==> config.mk <==
export PLATFORM = sky130hd
export DESIGN_NAME = fib_req_scheduler_flat
export DESIGN_NICKNAME = d
export VERILOG_FILES = /design/src/rtl/fib_req_scheduler_if.sv /design/src/rtl/fib_req_scheduler.sv /design/src/flat_wrapper.sv
export SDC_FILE = /design/constraint.sdc
export NUM_CORES = 1
export LEC_CHECK = 0
export CAP_MARGIN = 20
export CORE_UTILIZATION = 35
export DETAILED_ROUTE_END_ITERATION = 8
export DONT_BUFFER_PORTS = 1
export SYNTH_ARGS = -nofsm -noshare
export SYNTH_HDL_FRONTEND = slang
export SYNTH_SLANG_ARGS = --single-unit
==> constraint.sdc <==
create_clock -name clk -period 2.1 [get_ports clk]
set_input_delay 0.42 -clock clk [delete_from_list [all_inputs] [get_ports clk]]
set_output_delay 0.42 -clock clk [all_outputs]
set_load 0.005 [all_outputs]
==> src/rtl/fib_req_scheduler_if.sv <==
// Requester-side bus of the Fibonacci request scheduler: four requesters share
// one request/accept/response channel.
interface fib_req_scheduler_if #(
  parameter int unsigned N = 32
);
  logic [3:0]   req_valid;
  logic [19:0]  req_n;
  logic [3:0]   req_ready;
  logic [3:0]   rsp_valid;
  logic [N-1:0] rsp_data;
  logic         rsp_err;

  modport master (
    output req_valid, req_n,
    input  req_ready, rsp_valid, rsp_data, rsp_err
  );

  modport slave (
    input  req_valid, req_n,
    output req_ready, rsp_valid, rsp_data, rsp_err
  );
endinterface

==> src/rtl/fib_req_scheduler.sv <==
// Round-robin scheduler sharing one Fibonacci engine among four requesters.
// Optional WAIT timeout is built only when FIB_SCHED_TIMEOUT_EN is defined.
module fib_req_scheduler #(
  parameter int unsigned N           = 32,
  parameter int unsigned TIMEOUT_CYC = 64
) (
  input  logic                 clk,
  input  logic                 rst,
  fib_req_scheduler_if.slave   bus,
  output logic                 busy,
  output logic                 eng_start,
  output logic [4:0]           eng_in,
  input  logic                 eng_ready,
  input  logic                 eng_done,
  input  logic [N-1:0]         eng_fib
);

  localparam int unsigned NREQ  = 4;
  localparam int unsigned IDX_W = 5;

  typedef enum logic [1:0] {
    IDLE  = 2'd0,
    ISSUE = 2'd1,
    WAIT  = 2'd2,
    RESP  = 2'd3
  } state_t;

  state_t           state;
  logic [1:0]       rr_ptr;
  logic [1:0]       owner;
  logic [IDX_W-1:0] n_lat;
  logic [NREQ-1:0]  req_ready_q;
  logic [NREQ-1:0]  rsp_valid_q;
  logic [N-1:0]     rsp_data_q;

  logic             grant_hit;
  logic [1:0]       grant_idx;
  logic [IDX_W-1:0] n_sel;

  // First active requester strictly after rr_ptr, wrapping modulo four.
  always_comb begin
    grant_hit = 1'b0;
    grant_idx = 2'd0;
    for (int k = 1; k <= NREQ; k++) begin
      if (!grant_hit && bus.req_valid[2'(rr_ptr + 2'(k))]) begin
        grant_hit = 1'b1;
        grant_idx = 2'(rr_ptr + 2'(k));
      end
    end
  end

  assign n_sel = bus.req_n[32'(grant_idx) * IDX_W +: IDX_W];

`ifdef FIB_SCHED_TIMEOUT_EN
  localparam int unsigned TMO_W = $clog2(TIMEOUT_CYC + 1);
  logic [TMO_W-1:0] tmo_cnt;
  logic             rsp_err_q;
`endif

  always_ff @(posedge clk or posedge rst) begin
    if (rst) begin
      state       <= IDLE;
      rr_ptr      <= 2'd3;
      owner       <= 2'd0;
      n_lat       <= '0;
      req_ready_q <= '0;
      rsp_valid_q <= '0;
      rsp_data_q  <= '0;
      busy        <= 1'b0;
      eng_start   <= 1'b0;
      eng_in      <= '0;
`ifdef FIB_SCHED_TIMEOUT_EN
      tmo_cnt     <= '0;
      rsp_err_q   <= 1'b0;
`endif
    end else begin
      req_ready_q <= '0;
      rsp_valid_q <= '0;
      eng_start   <= 1'b0;
      eng_in      <= '0;
      case (state)
        IDLE: begin
          if (grant_hit) begin
            req_ready_q <= NREQ'(1) << grant_idx;
            owner       <= grant_idx;
            n_lat       <= n_sel;
            busy        <= 1'b1;
            state       <= ISSUE;
          end
        end
        ISSUE: begin
          if (eng_ready) begin
            eng_start <= 1'b1;
            eng_in    <= n_lat;
            state     <= WAIT;
`ifdef FIB_SCHED_TIMEOUT_EN
            tmo_cnt   <= '0;
`endif
          end
        end
        WAIT: begin
          // The response strobe is registered here so it is visible during RESP.
          if (eng_done) begin
            rsp_data_q  <= eng_fib;
            rsp_valid_q <= NREQ'(1) << owner;
            state       <= RESP;
`ifdef FIB_SCHED_TIMEOUT_EN
            rsp_err_q   <= 1'b0;
          end else if (tmo_cnt == TMO_W'(TIMEOUT_CYC - 1)) begin
            tmo_cnt     <= TMO_W'(TIMEOUT_CYC);
            rsp_data_q  <= '0;
            rsp_err_q   <= 1'b1;
            rsp_valid_q <= NREQ'(1) << owner;
            state       <= RESP;
          end else begin
            tmo_cnt     <= tmo_cnt + TMO_W'(1);
`endif
          end
        end
        RESP: begin
          rr_ptr <= owner;
          busy   <= 1'b0;
          state  <= IDLE;
        end
        default: state <= IDLE;
      endcase
    end
  end

  assign bus.req_ready = req_ready_q;
  assign bus.rsp_valid = rsp_valid_q;
  assign bus.rsp_data  = rsp_data_q;
`ifdef FIB_SCHED_TIMEOUT_EN
  assign bus.rsp_err   = rsp_err_q;
`else
  assign bus.rsp_err   = 1'b0;
`endif

endmodule

==> src/flat_wrapper.sv <==
// flat-port wrapper written by rule: the top's interface ports become plain ports
module fib_req_scheduler_flat 
#(
  parameter int unsigned N           = 32,
  parameter int unsigned TIMEOUT_CYC = 64
)
  (clk, rst, busy, eng_start, eng_in, eng_ready, eng_done, eng_fib, bus_req_valid, bus_req_n, bus_req_ready, bus_rsp_valid, bus_rsp_data, bus_rsp_err);
  fib_req_scheduler_if #(.N(N)) bus_i ();
  input  logic clk;
  input  logic rst;
  output logic busy;
  output logic eng_start;
  output logic [4:0] eng_in;
  input  logic eng_ready;
  input  logic eng_done;
  input  logic [N-1:0] eng_fib;
  input wire logic [$bits(bus_i.req_valid)-1:0] bus_req_valid;
  input wire logic [$bits(bus_i.req_n)-1:0] bus_req_n;
  output wire logic [$bits(bus_i.req_ready)-1:0] bus_req_ready;
  output wire logic [$bits(bus_i.rsp_valid)-1:0] bus_rsp_valid;
  output wire logic [$bits(bus_i.rsp_data)-1:0] bus_rsp_data;
  output wire logic [$bits(bus_i.rsp_err)-1:0] bus_rsp_err;
  assign bus_i.req_valid = bus_req_valid;
  assign bus_i.req_n = bus_req_n;
  assign bus_req_ready = bus_i.req_ready;
  assign bus_rsp_valid = bus_i.rsp_valid;
  assign bus_rsp_data = bus_i.rsp_data;
  assign bus_rsp_err = bus_i.rsp_err;
  fib_req_scheduler #(.N(N), .TIMEOUT_CYC(TIMEOUT_CYC)) u_core (.clk(clk), .rst(rst), .bus(bus_i), .busy(busy), .eng_start(eng_start), .eng_in(eng_in), .eng_ready(eng_ready), .eng_done(eng_done), .eng_fib(eng_fib));
endmodule
==> flow_summary.toml <==
[run_status]
status = "finished with violations"
violations = "DRC"

[clock_tree]
htreeDepth = 3
cts_sinks = 58
cts_resized = 0
cts.reportedPaths.clkPinSlew_ns = 0.07
cts_buffers = 9
cts_max_path_buffers = 2
cts_hold_buffers = 0
cts_tree = "built"
post_cts_buffers = 0
insertion_delay_ns = 0.33
root_buffer = "clkbuf_8"

[power_and_ir_drop]
p_total_mw = 3.955
p_per_area_nw_per_um2 = 1492
ir_drop_v = 0.0004618
pwr-share-clk_pct = 22.1
p_sw_mw = 1.280
seq_power_share_pct = 50.4
pwr-share-comb_pct = 27.4
swShare_pct = 32.36
p_int_mw = 2.675
p_leak_nw = 1.221

[timing]
setup_tns_ns = 0
rsz0062_at_grt = "no"
final_hold_viol_count = 0
finalClockSkew_ns = 0.006332
post-route-period-util_pct = 87.10
max_freq_mhz = 546.7
tightest_slew_ns = 0.7254
fin_crit_ns = 1.829
fin_ws_ns = 0.2709
slew_viol_final = 0
max_slew_margin_pct = 51.64
finalSetupViolCount = 0

[yosys]
ys_types = 32
synth-seq-cells = 58
synthArstFlopShare_pct = 100.0
synth_area_per_cell_sq_um = 14.01
synth_edf_count = 0
synth.net_count = 236
synthFlopType = "dfrtp_1"
synthCells = 171
netlist_area_sq_um = 2396
yosys_warnings = 0
ys_seq_area_share_pct = 60.68

[floorplanning]
start_util_pct = 36.89
core-area_sq_um = 6495
io-pin-count = 108
dieArea_sq_um = 7181
std_cell_rows = 29
fp.dieW_um = 84.74
chipHeight_um = 84.74

[routing]
drt_iter0_drc = 64
wire_per_inst_um = 17.83
drc = 9
antenna_left = 0
vias_per_cell = 5.304
drt-pass1-iter-count = 8
vias = 1379
finalWirelength_mm = 4.637

[layout]
ff_latch_area_sq_um = 1454
final_common_cell = "dfrtp_1"
layout_common_cells = "dfrtp_1, mux2_2, nand2_1"
fin_nets = 243
final_layout_size_suffix_gt1_share_pct = 31.69
n_fill_cell = 597
fin_cells = 260
final_util_pct = 40.80
multi_input_area_sq_um = 878.3
antenna_cells = 0
syn_to_final_growth_pct = 10.60

[job]
cap_viol_max_count = 0

[global_routing]
track_usage_pct = 13.72
grt_pass1_vias = 1508
grt_pass1_wl_mm = 7.327
gr-total-overflow = 0
grt_max_degree = 59
antenna_found_initial = 0

[placement]
portBuffers = 0
dpl.cell_count = 244
hpwl_mm = 3.306
gp_congestion = 0.7659
dpl_worst_slack_ns = 0.2761

[hold_path]
hp-class = "in -> async"

[critical_path]
cp_data_arrival_time_ns = 2.02
cp_max_fo = 15
critPathLaunchType = "flip-flop"
end_kind = "flip-flop"
required_ns = 2.29
path_class = "reg -> reg"
==> cell usage after synthesis (3+ instances only) <==
library cell,n,area share (%)
and3_1,5,1.3
o21ai_0,4,0.84
o221ai_1,5,1.8
nand2_1,12,1.9
dfrtp_1,56,58
inv_1,6,0.94
ha_1,5,2.6
buf_2,3,0.63
nand2b_1,3,0.78
mux2_2,35,16
mux2i_1,11,4.6
==> power by group through the flow <==
stage	clock, mW	sequential, mW	combinational (mW)
after detailed placement	0	2.02	1.10
final	0.876	1.99	1.08
after global routing	0.976	2.06	1.22
after floorplan	0	1.90	0.942
after CTS	0.912	2.00	1.11
after global placement	0	1.99	1.03
==> per-stage QoR <==
step / instance area (sq um) / hold WS (ns)
after global placement: 2479 / 0.4627
after global routing: 2650 / 0.2181
after detailed placement: 2479 / 0.4739
final: 2650 / 0.1746
after floorplan: 2396 / 0.4482
after CTS: 2650 / 0.1945
==> kinds of logic (layout without fill, tap and decap cells) <==
family                   after synthesis  after routing  share of synthesized area (%)
AO/OA/AOI/OAI                         16             16                          5.536
adder cells (fa/ha/maj)                5              5                          2.611
buffers and inverters                 12             24                          2.663
flip-flops                            58             58                          60.68
multiplexers                          46             46                          21.04
other                                  1              1                         0.1565
AND/OR/NAND/NOR                       33             33                          7.311
==> worst paths after layout <==
check | from | to | slack, ns | depth (start not counted)
setup / recovery | u_core.rr_ptr[1]$_DFFE_PP1P_ | u_core.n_lat[3]$_DFFE_PP0P_ | 0.27 | 5
hold / removal | rst | u_core.bus.rsp_data[27]$_DFFE_PP0P_ | 0.17 | 2
setup reg to reg | u_core.rr_ptr[1]$_DFFE_PP1P_ | u_core.n_lat[3]$_DFFE_PP0P_ | 0.27 | 5
hold reg to reg | u_core.n_lat[2]$_DFFE_PP0P_ | u_core.n_lat[2]$_DFFE_PP0P_ | 0.49 | 2
max in group asynchronous | rst | u_core.bus.rsp_data[28]$_DFFE_PP0P_ | 1.43 | 2
min in group clk | eng_ready | u_core.eng_start$_DFF_PP0_ | 0.23 | 1
==> flip-flops by register name, indices dropped and copies added, names as in the netlist <==
| signal | cells |
|---|---|
| u_core.bus.rsp_data | 32 |
| u_core.owner | 2 |
| u_core.eng_in | 5 |
| u_core.state | 2 |
| u_core.n_lat | 5 |
| u_core.bus.rsp_valid | 4 |
| u_core.rr_ptr | 2 |
| u_core.eng_start | 1 |
| u_core.busy | 1 |
| u_core.bus.req_ready | 4 |
==> metal layers <==
metal	wire length [um]	vias to the layer above	GRT usage, %
met1	1761	689	14.72
met5	0	-	0
li1	-	617	-
met4	84	0	5.855
met3	426	8	6.686
met2	2365	65	23.06
==> area by class of cell <==
class	count	area share (%)
Clock inverter	5	1.133
Tap cell	77	3.636
Timing Repair Buffer	2	1.039
Multi-Input combinational cell	101	33.14
Clock buffer	11	5.335
Sequential cell	58	54.86
Inverter	6	0.8499
==> critical path, cell delays in order, from the launching register on <==
cell and delay (ns):
dfstp_2 0.59, nand2b_1 0.14, a21oi_2 0.07, o221ai_4 0.47
mux2i_1 0.28, o221ai_1 0.14
Power figures use the tool's default switching activity.
